### config.mk
export PLATFORM = sky130hd
export DESIGN_NAME = inst_mem_loader_flat
export DESIGN_NICKNAME = d
export VERILOG_FILES = /design/src/rtl/inst_mem_loader_if.sv /design/src/rtl/inst_mem_loader.sv /design/src/flat_wrapper.sv
export SDC_FILE = /design/constraint.sdc
export NUM_CORES = 1
export LEC_CHECK = 0
export BUFFER_PORTS_ARGS = -buffer_cell sky130_fd_sc_hd__buf_2
export CELL_PAD_IN_SITES_DETAIL_PLACEMENT = 0
export CELL_PAD_IN_SITES_GLOBAL_PLACEMENT = 2
export CORE_MARGIN = 2
export CORE_UTILIZATION = 37
export CTS_CLUSTER_SIZE = 25
export DETAILED_ROUTE_END_ITERATION = 12
export PLACE_DENSITY = 0.92
export SLEW_MARGIN = 15
export SYNTH_ARGS = -nofsm -noshare
export SYNTH_HDL_FRONTEND = slang
export SYNTH_SLANG_ARGS = --single-unit
### constraint.sdc
create_clock -name clk -period 3.9 [get_ports clk]
set_input_delay 1.17 -clock clk [delete_from_list [all_inputs] [get_ports clk]]
set_output_delay 1.17 -clock clk [all_outputs]
set_load 0.005 [all_outputs]
### src/rtl/inst_mem_loader_if.sv
// Byte stream in, instruction-side write port out, for inst_mem_loader.
// Handshake: a byte transfers on a rising clk edge where in_valid && in_ready;
// in_data is don't-care otherwise, and in_valid may stay high while in_ready is low.
interface inst_mem_loader_if #(
  parameter int ADDR_WIDTH = 32
);
  logic                  in_valid;
  logic [7:0]            in_data;
  logic                  in_ready;
  logic                  mem_write_enable;
  logic [ADDR_WIDTH-1:0] mem_addr;
  logic [3:0]            mem_write_width;
  logic [31:0]           mem_write_data;

  // master: the loader (sinks the byte stream, drives the memory write port)
  modport master (
    input  in_valid, in_data,
    output in_ready, mem_write_enable, mem_addr, mem_write_width, mem_write_data
  );

  // slave: the byte source and the memory on the far side
  modport slave (
    output in_valid, in_data,
    input  in_ready, mem_write_enable, mem_addr, mem_write_width, mem_write_data
  );
endinterface

### src/rtl/inst_mem_loader.sv
// Boot loader: little-endian word count + words from a byte stream into instruction memory.
// Optional trailing 8-bit checksum byte when INST_MEM_LOADER_CHECKSUM_EN is defined.
module inst_mem_loader #(
  parameter int                    WORD_WIDTH_IN_BYTE = 4,
  parameter int                    ADDR_WIDTH         = 32,
  parameter logic [ADDR_WIDTH-1:0] LOAD_BASE_ADDR     = '0,
  parameter int                    MAX_WORDS          = 524288
) (
  input  logic               clk,
  input  logic               reset,
  input  logic               start,
  inst_mem_loader_if.master  bus,
  output logic               core_reset,
  output logic               busy,
  output logic               done,
  output logic               error,
  output logic [2:0]         fsm_state
);

  typedef enum logic [2:0] {
    IDLE  = 3'd0,
    HDR   = 3'd1,
    DATA  = 3'd2,
    WRITE = 3'd3,
`ifdef INST_MEM_LOADER_CHECKSUM_EN
    CSUM  = 3'd4,
`endif
    DONE  = 3'd5,
    ERR   = 3'd6
  } state_t;

  state_t                state, state_next;
  logic [1:0]            byte_cnt;
  logic [31:0]           count;
  logic [31:0]           idx;
  logic [ADDR_WIDTH-1:0] addr;
  logic [31:0]           word_buf;
  logic                  ready;
  logic                  accept;
  logic [31:0]           hdr_count;
`ifdef INST_MEM_LOADER_CHECKSUM_EN
  logic [7:0]            csum;
`endif

  // Full count as it will look once the 4th header byte lands this cycle.
  assign hdr_count = {bus.in_data, count[23:0]};
  assign accept    = bus.in_valid && ready;

  always_comb begin
    state_next = state;
    ready      = 1'b0;
    unique case (state)
      IDLE: if (start) state_next = HDR;
      HDR: begin
        ready = 1'b1;
        if (bus.in_valid && byte_cnt == 2'd3) begin
          if (hdr_count == 32'd0)                 state_next = DONE;
          else if (hdr_count > 32'(MAX_WORDS))    state_next = ERR;
          else                                    state_next = DATA;
        end
      end
      DATA: begin
        ready = 1'b1;
        if (bus.in_valid && byte_cnt == 2'd3) state_next = WRITE;
      end
      WRITE: begin
        if (idx + 32'd1 == count) begin
`ifdef INST_MEM_LOADER_CHECKSUM_EN
          state_next = CSUM;
`else
          state_next = DONE;
`endif
        end else begin
          state_next = DATA;
        end
      end
`ifdef INST_MEM_LOADER_CHECKSUM_EN
      CSUM: begin
        ready = 1'b1;
        if (bus.in_valid) state_next = (bus.in_data == csum) ? DONE : ERR;
      end
`endif
      DONE, ERR: if (start) state_next = HDR;
      default: state_next = IDLE;
    endcase
  end

  always_ff @(posedge clk) begin
    if (reset) begin
      state      <= IDLE;
      byte_cnt   <= 2'd0;
      count      <= 32'd0;
      idx        <= 32'd0;
      addr       <= LOAD_BASE_ADDR;
      word_buf   <= 32'd0;
      core_reset <= 1'b1;
`ifdef INST_MEM_LOADER_CHECKSUM_EN
      csum       <= 8'd0;
`endif
    end else begin
      state      <= state_next;
      core_reset <= (state_next != DONE);
      case (state)
        IDLE, DONE, ERR: begin
          if (start) begin
            byte_cnt <= 2'd0;
            count    <= 32'd0;
            idx      <= 32'd0;
            addr     <= LOAD_BASE_ADDR;
`ifdef INST_MEM_LOADER_CHECKSUM_EN
            csum     <= 8'd0;
`endif
          end
        end
        HDR: begin
          if (accept) begin
            count[{byte_cnt, 3'b000} +: 8] <= bus.in_data;
            byte_cnt                       <= byte_cnt + 2'd1;
          end
        end
        DATA: begin
          if (accept) begin
            word_buf[{byte_cnt, 3'b000} +: 8] <= bus.in_data;
            byte_cnt                          <= byte_cnt + 2'd1;
`ifdef INST_MEM_LOADER_CHECKSUM_EN
            csum                              <= csum + bus.in_data;
`endif
          end
        end
        WRITE: begin
          idx  <= idx + 32'd1;
          addr <= addr + ADDR_WIDTH'(4);
        end
        default: ;
      endcase
    end
  end

  // addr tracks LOAD_BASE_ADDR + 4*idx, so it is already correct in WRITE.
  assign bus.in_ready         = ready;
  assign bus.mem_write_enable = (state == WRITE);
  assign bus.mem_addr         = addr;
  assign bus.mem_write_width  = 4'd4;
  assign bus.mem_write_data   = word_buf;

`ifdef INST_MEM_LOADER_CHECKSUM_EN
  assign busy = (state == HDR) || (state == DATA) || (state == WRITE) || (state == CSUM);
`else
  assign busy = (state == HDR) || (state == DATA) || (state == WRITE);
`endif
  assign done      = (state == DONE);
  assign error     = (state == ERR);
  assign fsm_state = state;

endmodule
### src/flat_wrapper.sv
// flat-port wrapper written by rule: the top's interface ports become plain ports
module inst_mem_loader_flat 
#(
  parameter int                    WORD_WIDTH_IN_BYTE = 4,
  parameter int                    ADDR_WIDTH         = 32,
  parameter logic [ADDR_WIDTH-1:0] LOAD_BASE_ADDR     = '0,
  parameter int                    MAX_WORDS          = 524288
)
  (clk, reset, start, core_reset, busy, done, error, fsm_state, bus_in_valid, bus_in_data, bus_in_ready, bus_mem_write_enable, bus_mem_addr, bus_mem_write_width, bus_mem_write_data);
  inst_mem_loader_if #(.ADDR_WIDTH(ADDR_WIDTH)) bus_i ();
  input  logic clk;
  input  logic reset;
  input  logic start;
  output logic core_reset;
  output logic busy;
  output logic done;
  output logic error;
  output logic [2:0] fsm_state;
  input wire logic [$bits(bus_i.in_valid)-1:0] bus_in_valid;
  input wire logic [$bits(bus_i.in_data)-1:0] bus_in_data;
  output wire logic [$bits(bus_i.in_ready)-1:0] bus_in_ready;
  output wire logic [$bits(bus_i.mem_write_enable)-1:0] bus_mem_write_enable;
  output wire logic [$bits(bus_i.mem_addr)-1:0] bus_mem_addr;
  output wire logic [$bits(bus_i.mem_write_width)-1:0] bus_mem_write_width;
  output wire logic [$bits(bus_i.mem_write_data)-1:0] bus_mem_write_data;
  assign bus_i.in_valid = bus_in_valid;
  assign bus_i.in_data = bus_in_data;
  assign bus_in_ready = bus_i.in_ready;
  assign bus_mem_write_enable = bus_i.mem_write_enable;
  assign bus_mem_addr = bus_i.mem_addr;
  assign bus_mem_write_width = bus_i.mem_write_width;
  assign bus_mem_write_data = bus_i.mem_write_data;
  inst_mem_loader #(.WORD_WIDTH_IN_BYTE(WORD_WIDTH_IN_BYTE), .ADDR_WIDTH(ADDR_WIDTH), .LOAD_BASE_ADDR(LOAD_BASE_ADDR), .MAX_WORDS(MAX_WORDS)) u_core (.clk(clk), .reset(reset), .start(start), .bus(bus_i), .core_reset(core_reset), .busy(busy), .done(done), .error(error), .fsm_state(fsm_state));
endmodule
==> results.md, run 1 <==
- Wire per inst: between 15 and 20 um
- GRT busiest layer: met2
- Fmax: 328 MHz
- CP startpoint kind: register
- XOR/XNOR share of the synthesized area: approximately 5.6%
- Skew final: 6.96 ps
- Die ar.: just over 0.02 sq mm
- Clock root buffer: clkbuf_16
- Antenna cells: 0
- Clock slew at reported path FFs: approximately 60 ps
- Post-CTS Setup Bufs: 0
- Die height: about 140 um
- Post-Route WL: 20.3 mm
- Number of flops mapped to enable cells by yosys: 0
- Power density over cell area: roughly 410 mW/mm^2
- Vias in the first global route: roughly 6100
- CP max FO: 11
- Clk_lat worst skew: roughly 420 ps
- Avg Cell Area, Syn: around 8 sq um
- Drt via density: about 5.6
- Post-placement cell count: about 1200
- Tmin final: ~3000 ps
- Largest net degree at the start of global routing: approximately 130
- Compound-Gate Fraction of Synth Area: a little under a fifth
- Met1 GRT Util: between 20% and 30%
- VDD IR-drop max: 0.276 mV
- Worst EP required: roughly 4200 ps
- Top Ports: 89
- Simple-gate share of the synthesized area: a little under a third
- DR iter-0 viols: about 700
- Number of buffers on the longest clock path: 2
- Top FF cell, synth: dfxtp_1
- Mux share of post-synthesis cell area: less than 1%
- Fin cells: about 1200
- Met3 Use GR: 4.41%
- Layout Nets: around 970
- RSZ-0062 raised after global routing: no
- Routability cong.: approximately 0.86
- Mapped Cells: between 900 and 1000
- Post-CTS sizing: 0
- Final worst-path cycle share: approximately four fifths
- Die width: 142 um
- TNS Setup: 0 ps
- Asr flop ratio synth: 0%
- Vias: approximately 6700
- Slew Limit Headroom: just over 40%
- Post-DP HPWL: ~13 mm
- Reg-to-reg slack, setup: ~850 ps
- FF+latch count, synth: around 130
- Maxcap violations: 0
- DRC viols: 0
- Final Hold Viols: 0
- Sink Count: 132
- M2 GR Usage: approximately a third
- Core area: approximately 0.019 sq mm
- Register area share after synthesis: between 30% and 40%
- Area growth, synth to finish: 15.3%
- Area taken by multi-input logic gates: between 0.004 and 0.005 sq mm
- Synth Area in Adders: roughly 1.2%
- GRT overflow: 0
- Netlist cell types: 66
- Max-slew violations: 0
- DRT Pass-1 Iters: 6
- Buffers on Ports: 82
- Initial Util: 37.8%
- Hold_buf cts: 0
- Endpoints failing setup: 0
- Total Routing Usage GR: roughly a fifth
- H-tree depth: 4
- Post-Syn Area: a little over 0.007 sq mm
- Row count: 50
- Initial antenna violation count: 0
- Hold Path Depth: 2
- Layout cells sized above 1: 16.0%
- CP endpoint kind: register
- Critical path data arrival time: ~3300 ps
- Fill cell count: 1881
- Total CTS buffers: 17
- First-pass GRT wire length: about 33 mm
- Worst setup path class: register to register
- Worst slew pin tran: 891 ps
- Synthesis Warnings: 0
- TritonCTS clock tree: done
- Antenna violation net count after detailed routing: 0
- Reg2Reg Depth: 9
- Status: finished clean
- Largest family of logic cells by synthesized area: simple AND/OR/NAND/NOR gates
- Class of the worst hold path: register to register
- Leakage: 0.00303 uW
- Sequential cell area: around 0.0026 sq mm
==> cells in the final DEF, fill, tap and decap left out, types with 8 or more instances in the layout <==
master,n
a21oi_1,83
a22oi_1,40
a311oi_1,9
a31oi_1,8
and2_1,10
and3_1,19
and4_1,8
buf_2,81
buf_4,13
clkbuf_16,17
dfxtp_1,132
inv_1,13
nand2_1,82
nand3_1,54
nand4_1,25
nor2_1,104
nor3_1,30
nor4_1,19
o211ai_1,8
o21ai_0,38
or3_1,11
xnor2_1,30
xor2_1,15
==> power breakdown <==
part	internal [uW]	switching [uW]	total, uW
Combinational	89.0	225	314
Clock	1010	649	1660
Sequential	1360	22.5	1390
==> layer usage <==
metal  routed length [um]  up-vias
li1                     -     3348
met1                 9680     3181
met2                 9310      200
met3                 1090       18
met4                  252        0
met5                    0        -
==> critical path, stage by stage (launching register included) <==
cell,delay (ps)
dfxtp_1,460
ha_1,330
and3_1,320
and4_1,430
nand2_1,220
or4_1,500
nand3b_1,130
nand4_2,130
o31ai_1,290
a21oi_1,100
==> worst paths after layout <==
path	startpoint	to
worst min-delay path	u_core.bus.mem_write_data[21]	u_core.bus.mem_write_data[21]
worst min register to register	u_core.bus.mem_write_data[21]	u_core.bus.mem_write_data[21]
worst max-delay path	u_core.idx[0]	u_core.fsm_state[1]
worst max register to register	u_core.idx[0]	u_core.fsm_state[1]
==> cell type report <==
type	count	share of cell area, %
Inverter	14	0.645
Tap cell	234	3.59
Clock inverter	14	2.20
Multi-Input combinational cell	689	49.5
Timing Repair Buffer	95	6.42
Sequential cell	132	32.4
Clock buffer	18	5.27
==> synthesized netlist by cell type (all sizes together) (23+ instances only) <==
cell type,n,area share (%)
nor3,32,2.4
clkbuf,50,2.7
a21oi,83,5.9
nor2,104,5.5
nor4,23,2.5
nand4,28,2.9
buf,29,2.4
nand2,82,4.4
nand3,55,4.1
o21ai,39,2.8
dfxtp,132,37
a22oi,40,4.2
xnor2,30,3.7
==> stage by stage <==
step | hold WS (ps) | instance area [sq um] | power [uW] | util, % | worst slack, ps
2_1_floorplan | 448 | 7090 | 1610 | - | 1330
3_3_place_gp | 436 | 7540 | 1730 | 40.3 | 918
3_5_place_dp | 441 | 7540 | 1730 | 40.3 | 863
4_1_cts | 453 | 8150 | 3390 | 43.6 | 861
5_1_grt | 462 | 8150 | 3480 | 43.6 | 554
6_report | 450 | 8150 | 3360 | 43.6 | 850
==> kinds of logic after synthesis <==
| group | count (synthesis) |
|---|---|
| buffers and inverters | 93 |
| XOR/XNOR | 45 |
| flip-flops | 132 |
| multiplexers | 5 |
| adder cells (fa/ha/maj) | 7 |
| other | 2 |
| AO/OA/AOI/OAI | 213 |
| AND/OR/NAND/NOR | 413 |
==> sequential cells by signal, indices dropped and copies added (netlist names) <==
signal / cells
u_core.core_reset: 1
u_core.bus.mem_addr: 30
u_core.byte_cnt: 2
u_core.count: 32
u_core.idx: 32
u_core.fsm_state: 3
u_core.bus.mem_write_data: 32
No activity file was read; power rests on OpenSTA's default activity.
==> run 2, diff against run 1 <==
CORE_UTILIZATION = 34   (was 37)
PLACE_DENSITY = 0.86   (was 0.92)
clock period = 3.1 ns   (was 3.9 ns; I/O delays follow)
==> run 2 against run 1 <==
Cell area increased by 2.0%. Setup slack lost 640 ps. Sequential power rose by 25%. Clock power rose by 23%. Global-route usage down 1.1 points. Largest power group unchanged.
==> results.md, run 2 (synthesis results as in run 1) <==
- Status: finished clean (unchanged)
- Met1 WL: 10.3 mm (was 9.68 mm)
- Sink Count: 132 (unchanged)
- Row count: 52 (was 50)
- Layout Nets: 984 (was 968)
- Final Util: 41.0% (was 43.6%)
- Total Routing Usage GR: 19.2% (was 20.3%)
- Worst setup path class: register to primary output (was register to register)
- Clock root buffer: clkbuf_16 (unchanged)
- Die width: 148 um (was 142 um)
- First-pass GRT wire length: 33.5 mm (was 32.7 mm)
- Clock slew at reported path FFs: 60 ps (about the same)
- CP bufs+invs: 2 (was 0)
- Post-CTS Setup Bufs: 0 (unchanged)
- Die ar.: 0.0220 sq mm (was 0.0202 sq mm)
- DP Area: 0.00771 sq mm (was 0.00754 sq mm)
- Slew Limit Headroom: 52.9% (was 40.5%)
- Maxcap violations: 0 (unchanged)
- Slowest stage delay, CP: 640 ps (was 500 ps)
- TritonCTS clock tree: done (unchanged)
- DR iter-0 viols: 493 (was 683)
- Antenna violation net count after detailed routing: 0 (unchanged)
- Tmin final: 2890 ps
- DRT Pass-1 Iters: 5 (was 6)
- Final worst-path cycle share: approximately 93%
- RSZ-0062 raised after global routing: no (unchanged)
- Drt via density: 5.39 (was 5.64)
- Sequential cell area: 0.00264 sq mm (unchanged)
- DRC viols: 0 (unchanged)
- Number of buffers on the longest clock path: 2 (unchanged)
- Die height: 148 um (was 142 um)
- Power density over cell area: 506 mW/mm^2 (was 412 mW/mm^2)
- CP Cell Sequence: nor2b_1 -> nand2_2 -> clkinv_1 -> buf_2 (was ha_1 -> and3_1 -> and4_1 -> nand2_1 -> or4_1 -> nand3b_1 -> nand4_2 -> o31ai_1 -> a21oi_1)
- Final Hold Viols: 0 (unchanged)
- Layout cells sized above 1: 17.5% (was 16.0%)
- Class of the worst hold path: register to register (unchanged)
- Vias: 6725 (was 6747)
- Core area: 0.0203 sq mm (was 0.0187 sq mm)
- Metal3 WL: 1.13 mm (was 1.09 mm)
- Wire per inst: 16.8 um (was 17.0 um)
- Routability cong.: 0.882 (was 0.863)
- Post-DP HPWL: 14.4 mm (was 13.4 mm)
- Vias in the first global route: 6103 (was 6111)
- Hold_buf cts: 0 (unchanged)
- CP endpoint kind: primary output (was register)
- Fill cell count: 2097 (was 1881)
- CP max FO: 15 (was 11)
- Skew final: 9.44 ps (was 6.96 ps)
- Total CTS buffers: 17 (unchanged)
- Most frequent cells in the layout: dfxtp_1 (132), nor2_1 (104), a21oi_1 (83) (unchanged)
- Top Ports: 89 (unchanged)
- Most common cell after layout, fill and taps aside: dfxtp_1 (unchanged)
- Post-CTS sizing: 0 (unchanged)
- Largest net degree at the start of global routing: 67 (was 129)
- Max-slew violations: 0 (unchanged)
- Endpoints failing setup: 0 (unchanged)
- Fin area: 0.00831 sq mm (was 0.00815 sq mm)
- Initial antenna violation count: 0 (unchanged)
- Max Used Layer: met4 (unchanged)
- Area taken by multi-input logic gates: 0.00404 sq mm (was 0.00403 sq mm)
- CP top delay family: flip-flops (was simple AND/OR/NAND/NOR gates)
- Worst EP required: 2170 ps (was 4180 ps)
- Area growth, synth to finish: 17.6% (was 15.3%)
- Wire length on met2: 9.26 mm (was 9.31 mm)
- TNS Setup: 0 ps (unchanged)
- Leakage: 0.00310 uW (was 0.00303 uW)
- GRT overflow: 0 (unchanged)
- Antenna cells: 0 (unchanged)
- H-tree depth: 4 (unchanged)
- Worst slew pin tran: 706 ps (was 891 ps)
- Fmax: roughly 350 MHz
- Critical path data arrival time: 1960 ps (was 3330 ps)
- Critical-path top delay cell: dfxtp_1 (was or4_1)
- CP startpoint kind: register (unchanged)
- Post-Route WL: 21.0 mm (was 20.3 mm)
- Initial Util: 34.8% (was 37.8%)
- Clk_lat worst skew: 420 ps (about the same)
- VDD IR-drop max: 0.363 mV (was 0.276 mV)
- Buffers on Ports: 82 (unchanged)
run 2: path summary, 6_finish.rpt:
kind,start,cells past startpoint,slack [ps],endpoint
hold / removal,u_core.bus.mem_write_data[12],2,450,u_core.bus.mem_write_data[12]
hold reg to reg,u_core.bus.mem_write_data[12],2,450,u_core.bus.mem_write_data[12]
setup reg to reg,u_core.idx[4],8,320,u_core.core_reset
setup / recovery,u_core.fsm_state[2],4,210,bus_mem_write_enable
run 2: layout make-up:
cell class	instances	area share, %
clock buffer	19	5.33
clock inverter	12	1.88
inverter	14	0.632
multi-input combinational	689	48.6
sequential	132	31.8
tap	270	4.06
timing repair buffer	111	7.74
run 2: metrics by stage:
stage | setup slack [ps] | instances | power, uW | hold slack [ps]
after global placement | 387 | 1216 | 2190 | 434
after detailed placement | 330 | 1216 | 2190 | 442
after CTS | 121 | 1247 | 4250 | 451
after floorplan | 534 | 914 | 2030 | 448
final | 210 | 1247 | 4200 | 451
after global routing | 12.2 | 1247 | 4360 | 467
run 2: layer usage:
metal	vias up	global-route usage (%)
li1	3376	-
met1	3150	28.0
met2	178	28.9
met3	21	4.08
met5	-	0
met4	0	4.71
run 2: where the power goes:
| part | leakage, uW | total, uW | switching [uW] | internal, uW |
|---|---|---|---|---|
| Combinational | 0.00176 | 410 | 289 | 120 |
| Sequential | 0.00106 | 1740 | 25.0 | 1720 |
| Clock | 0.000281 | 2050 | 771 | 1280 |
run 2: worst reg2reg max path: stages, from the launching register on:
cell	delay, ps
dfxtp_1	530
nand3_4	180
or3_4	430
nor3_2	490
nor3_1	90
nor4_1	260
a21bo_2	290
nor4_4	300
a21oi_1	70
==> run 3, diff against run 2 <==
MAX_ROUTING_LAYER = met4   (was unset)
==> run 3 against run 2 <==
Fmax about the same. Worst hold slack got worse by 1.8 ps. Non-clock buffer count unchanged. Combinational power about the same.
==> results.md, run 3 (synthesis results as in run 1) <==
- Status: finished clean (unchanged)
- Worst slew pin tran: 700 ps (was 706 ps)
- Drt via density: 5.40 (was 5.39)
- Layout Nets: 984 (unchanged)
- Endpoints failing setup: 0 (unchanged)
- Hold_buf cts: 0 (unchanged)
- Maxcap violations: 0 (unchanged)
- Clock slew at reported path FFs: 60 ps (about the same)
- Antenna violation net count after detailed routing: 0 (unchanged)
- Post-DP HPWL: 14.4 mm (unchanged)
- Number of buffers on the longest clock path: 2 (unchanged)
- DRT Pass-1 Iters: 5 (unchanged)
- CP startpoint kind: register (unchanged)
- DRC viols: 0 (unchanged)
- Die ar.: 0.0220 sq mm (unchanged)
- Most frequent cells in the layout: dfxtp_1 (132), nor2_1 (104), a21oi_1 (83) (unchanged)
- Fin area: 0.00831 sq mm (unchanged)
- Post-CTS sizing: 0 (unchanged)
- Leakage: 0.00310 uW (unchanged)
- Layout cells sized above 1: 17.5% (unchanged)
- Post-CTS Setup Bufs: 0 (unchanged)
- Slew Limit Headroom: 53.3% (was 52.9%)
- Final worst-path cycle share: 93.2% (about the same)
- Met1 GRT Util: 28.2% (was 28.0%)
- Sink Count: 132 (unchanged)
- Logic gate share of total power: 9.8% (about the same)
- Max-slew violations: 0 (unchanged)
- DR iter-0 viols: 518 (was 493)
- M2 GR Usage: 28.8% (was 28.9%)
- Largest net degree at the start of global routing: 67 (unchanged)
- Vias: 6738 (was 6725)
- Internal: 3120 uW (unchanged)
- TNS Setup: 0 ps (unchanged)
- P_sw: 1080 uW (about the same)
- Clock root buffer: clkbuf_16 (unchanged)
- Worst setup path class: register to primary output (unchanged)
- Routability cong.: 0.896 (was 0.882)
- First-pass GRT wire length: 33.5 mm (about the same)
- Die width: 148 um (unchanged)
- CP max FO: 15 (unchanged)
- Row count: 52 (unchanged)
- Die height: 148 um (unchanged)
- Wire per inst: 16.8 um (about the same)
- Final Hold Viols: 0 (unchanged)
- Switching portion of total power: 25.8% (about the same)
- Antenna cells: 0 (unchanged)
- Power density over cell area: 505 mW/mm^2 (was 506 mW/mm^2)
- Total Routing Usage GR: 19.8% (was 19.2%)
- Most common cell after layout, fill and taps aside: dfxtp_1 (unchanged)
- Initial Util: 34.8% (unchanged)
- Worst EP required: 2170 ps (about the same)
- CP endpoint kind: primary output (unchanged)
- Area growth, synth to finish: 17.6% (unchanged)
- GRT overflow: 0 (unchanged)
- Buffers on Ports: 82 (unchanged)
- RSZ-0062 raised after global routing: no (unchanged)
- Skew final: 7.65 ps (was 9.44 ps)
- Top Ports: 89 (unchanged)
- TritonCTS clock tree: done (unchanged)
- Fmax: 346 MHz (about the same)
- Sequential share of power: 41.4% (about the same)
- GRT busiest layer: met2 (unchanged)
- Total CTS buffers: 17 (unchanged)
- Initial antenna violation count: 0 (unchanged)
- H-tree depth: 4 (unchanged)
- Vias in the first global route: 6069 (was 6103)
- Class of the worst hold path: register to register (unchanged)
- DP Area: 0.00771 sq mm (unchanged)
- VDD IR-drop max: 0.363 mV (about the same)
- Tmin final: 2890 ps (about the same)
- Met3 Use GR: 3.90% (was 4.08%)
- Core area: 0.0203 sq mm (unchanged)
- Clock network power share: 48.8% (about the same)
- Critical path data arrival time: 1960 ps (about the same)
- Post-Route WL: 21.0 mm (about the same)
- Clk_lat worst skew: 420 ps (about the same)
## run 3: cell counts in the layout (fill, tap and decap cells not counted)
Identical to the previous run, type by type.
## run 3: metal layers
layer  routed length, um  vias to the layer above  part of all wire (%)
met5                   0                        -                     0
met4                 270                        0                   1.3
met3                1030                       24                   4.9
met2                9300                      183                    44
met1               10400                     3151                    50
li1                    -                     3380                     -
## run 3: final cells by class
cell class                      instances  area (sq um)
Clock buffer                           19           443
Clock inverter                         12           156
Fill cell                            2097         12000
Inverter                               14          52.6
Multi-Input combinational cell        689          4040
Sequential cell                       132          2640
Tap cell                              270           338
Timing Repair Buffer                  111           643
## run 3: worst paths after layout
kind / to / slack [ps] / startpoint / cells after the start
hold / removal: u_core.bus.mem_write_data[12] / 450 / u_core.bus.mem_write_data[12] / 2
setup reg to reg: u_core.core_reset / 310 / u_core.idx[4] / 8
hold reg to reg: u_core.bus.mem_write_data[12] / 450 / u_core.bus.mem_write_data[12] / 2
setup / recovery: bus_mem_write_enable / 210 / u_core.fsm_state[2] / 4
## run 3: critical path, stage by stage (launching register included)
cell	delay, ps
dfxtp_1	650
nor2b_1	190
nand2_2	290
clkinv_1	230
buf_2	180
## run 3: power by group through the flow
stage	clock network, uW	logic, uW	registers (uW)
final	2050	411	1740
after global routing	2170	454	1740
after detailed placement	0	415	1780
after global placement	0	417	1780
after CTS	2100	416	1740
after floorplan	0	261	1770
## run 3: stage by stage
| stage | std cells | worst slack [ps] | power [uW] | util, % | hold slack [ps] |
|---|---|---|---|---|---|
| after floorplan | 914 | 534 | 2030 | - | 448 |
| after global placement | 1216 | 387 | 2190 | 38.0 | 434 |
| after detailed placement | 1216 | 330 | 2190 | 38.0 | 442 |
| after CTS | 1247 | 121 | 4250 | 41.0 | 451 |
| after global routing | 1247 | 10.7 | 4360 | 41.0 | 467 |
| final | 1247 | 212 | 4200 | 41.0 | 449 |
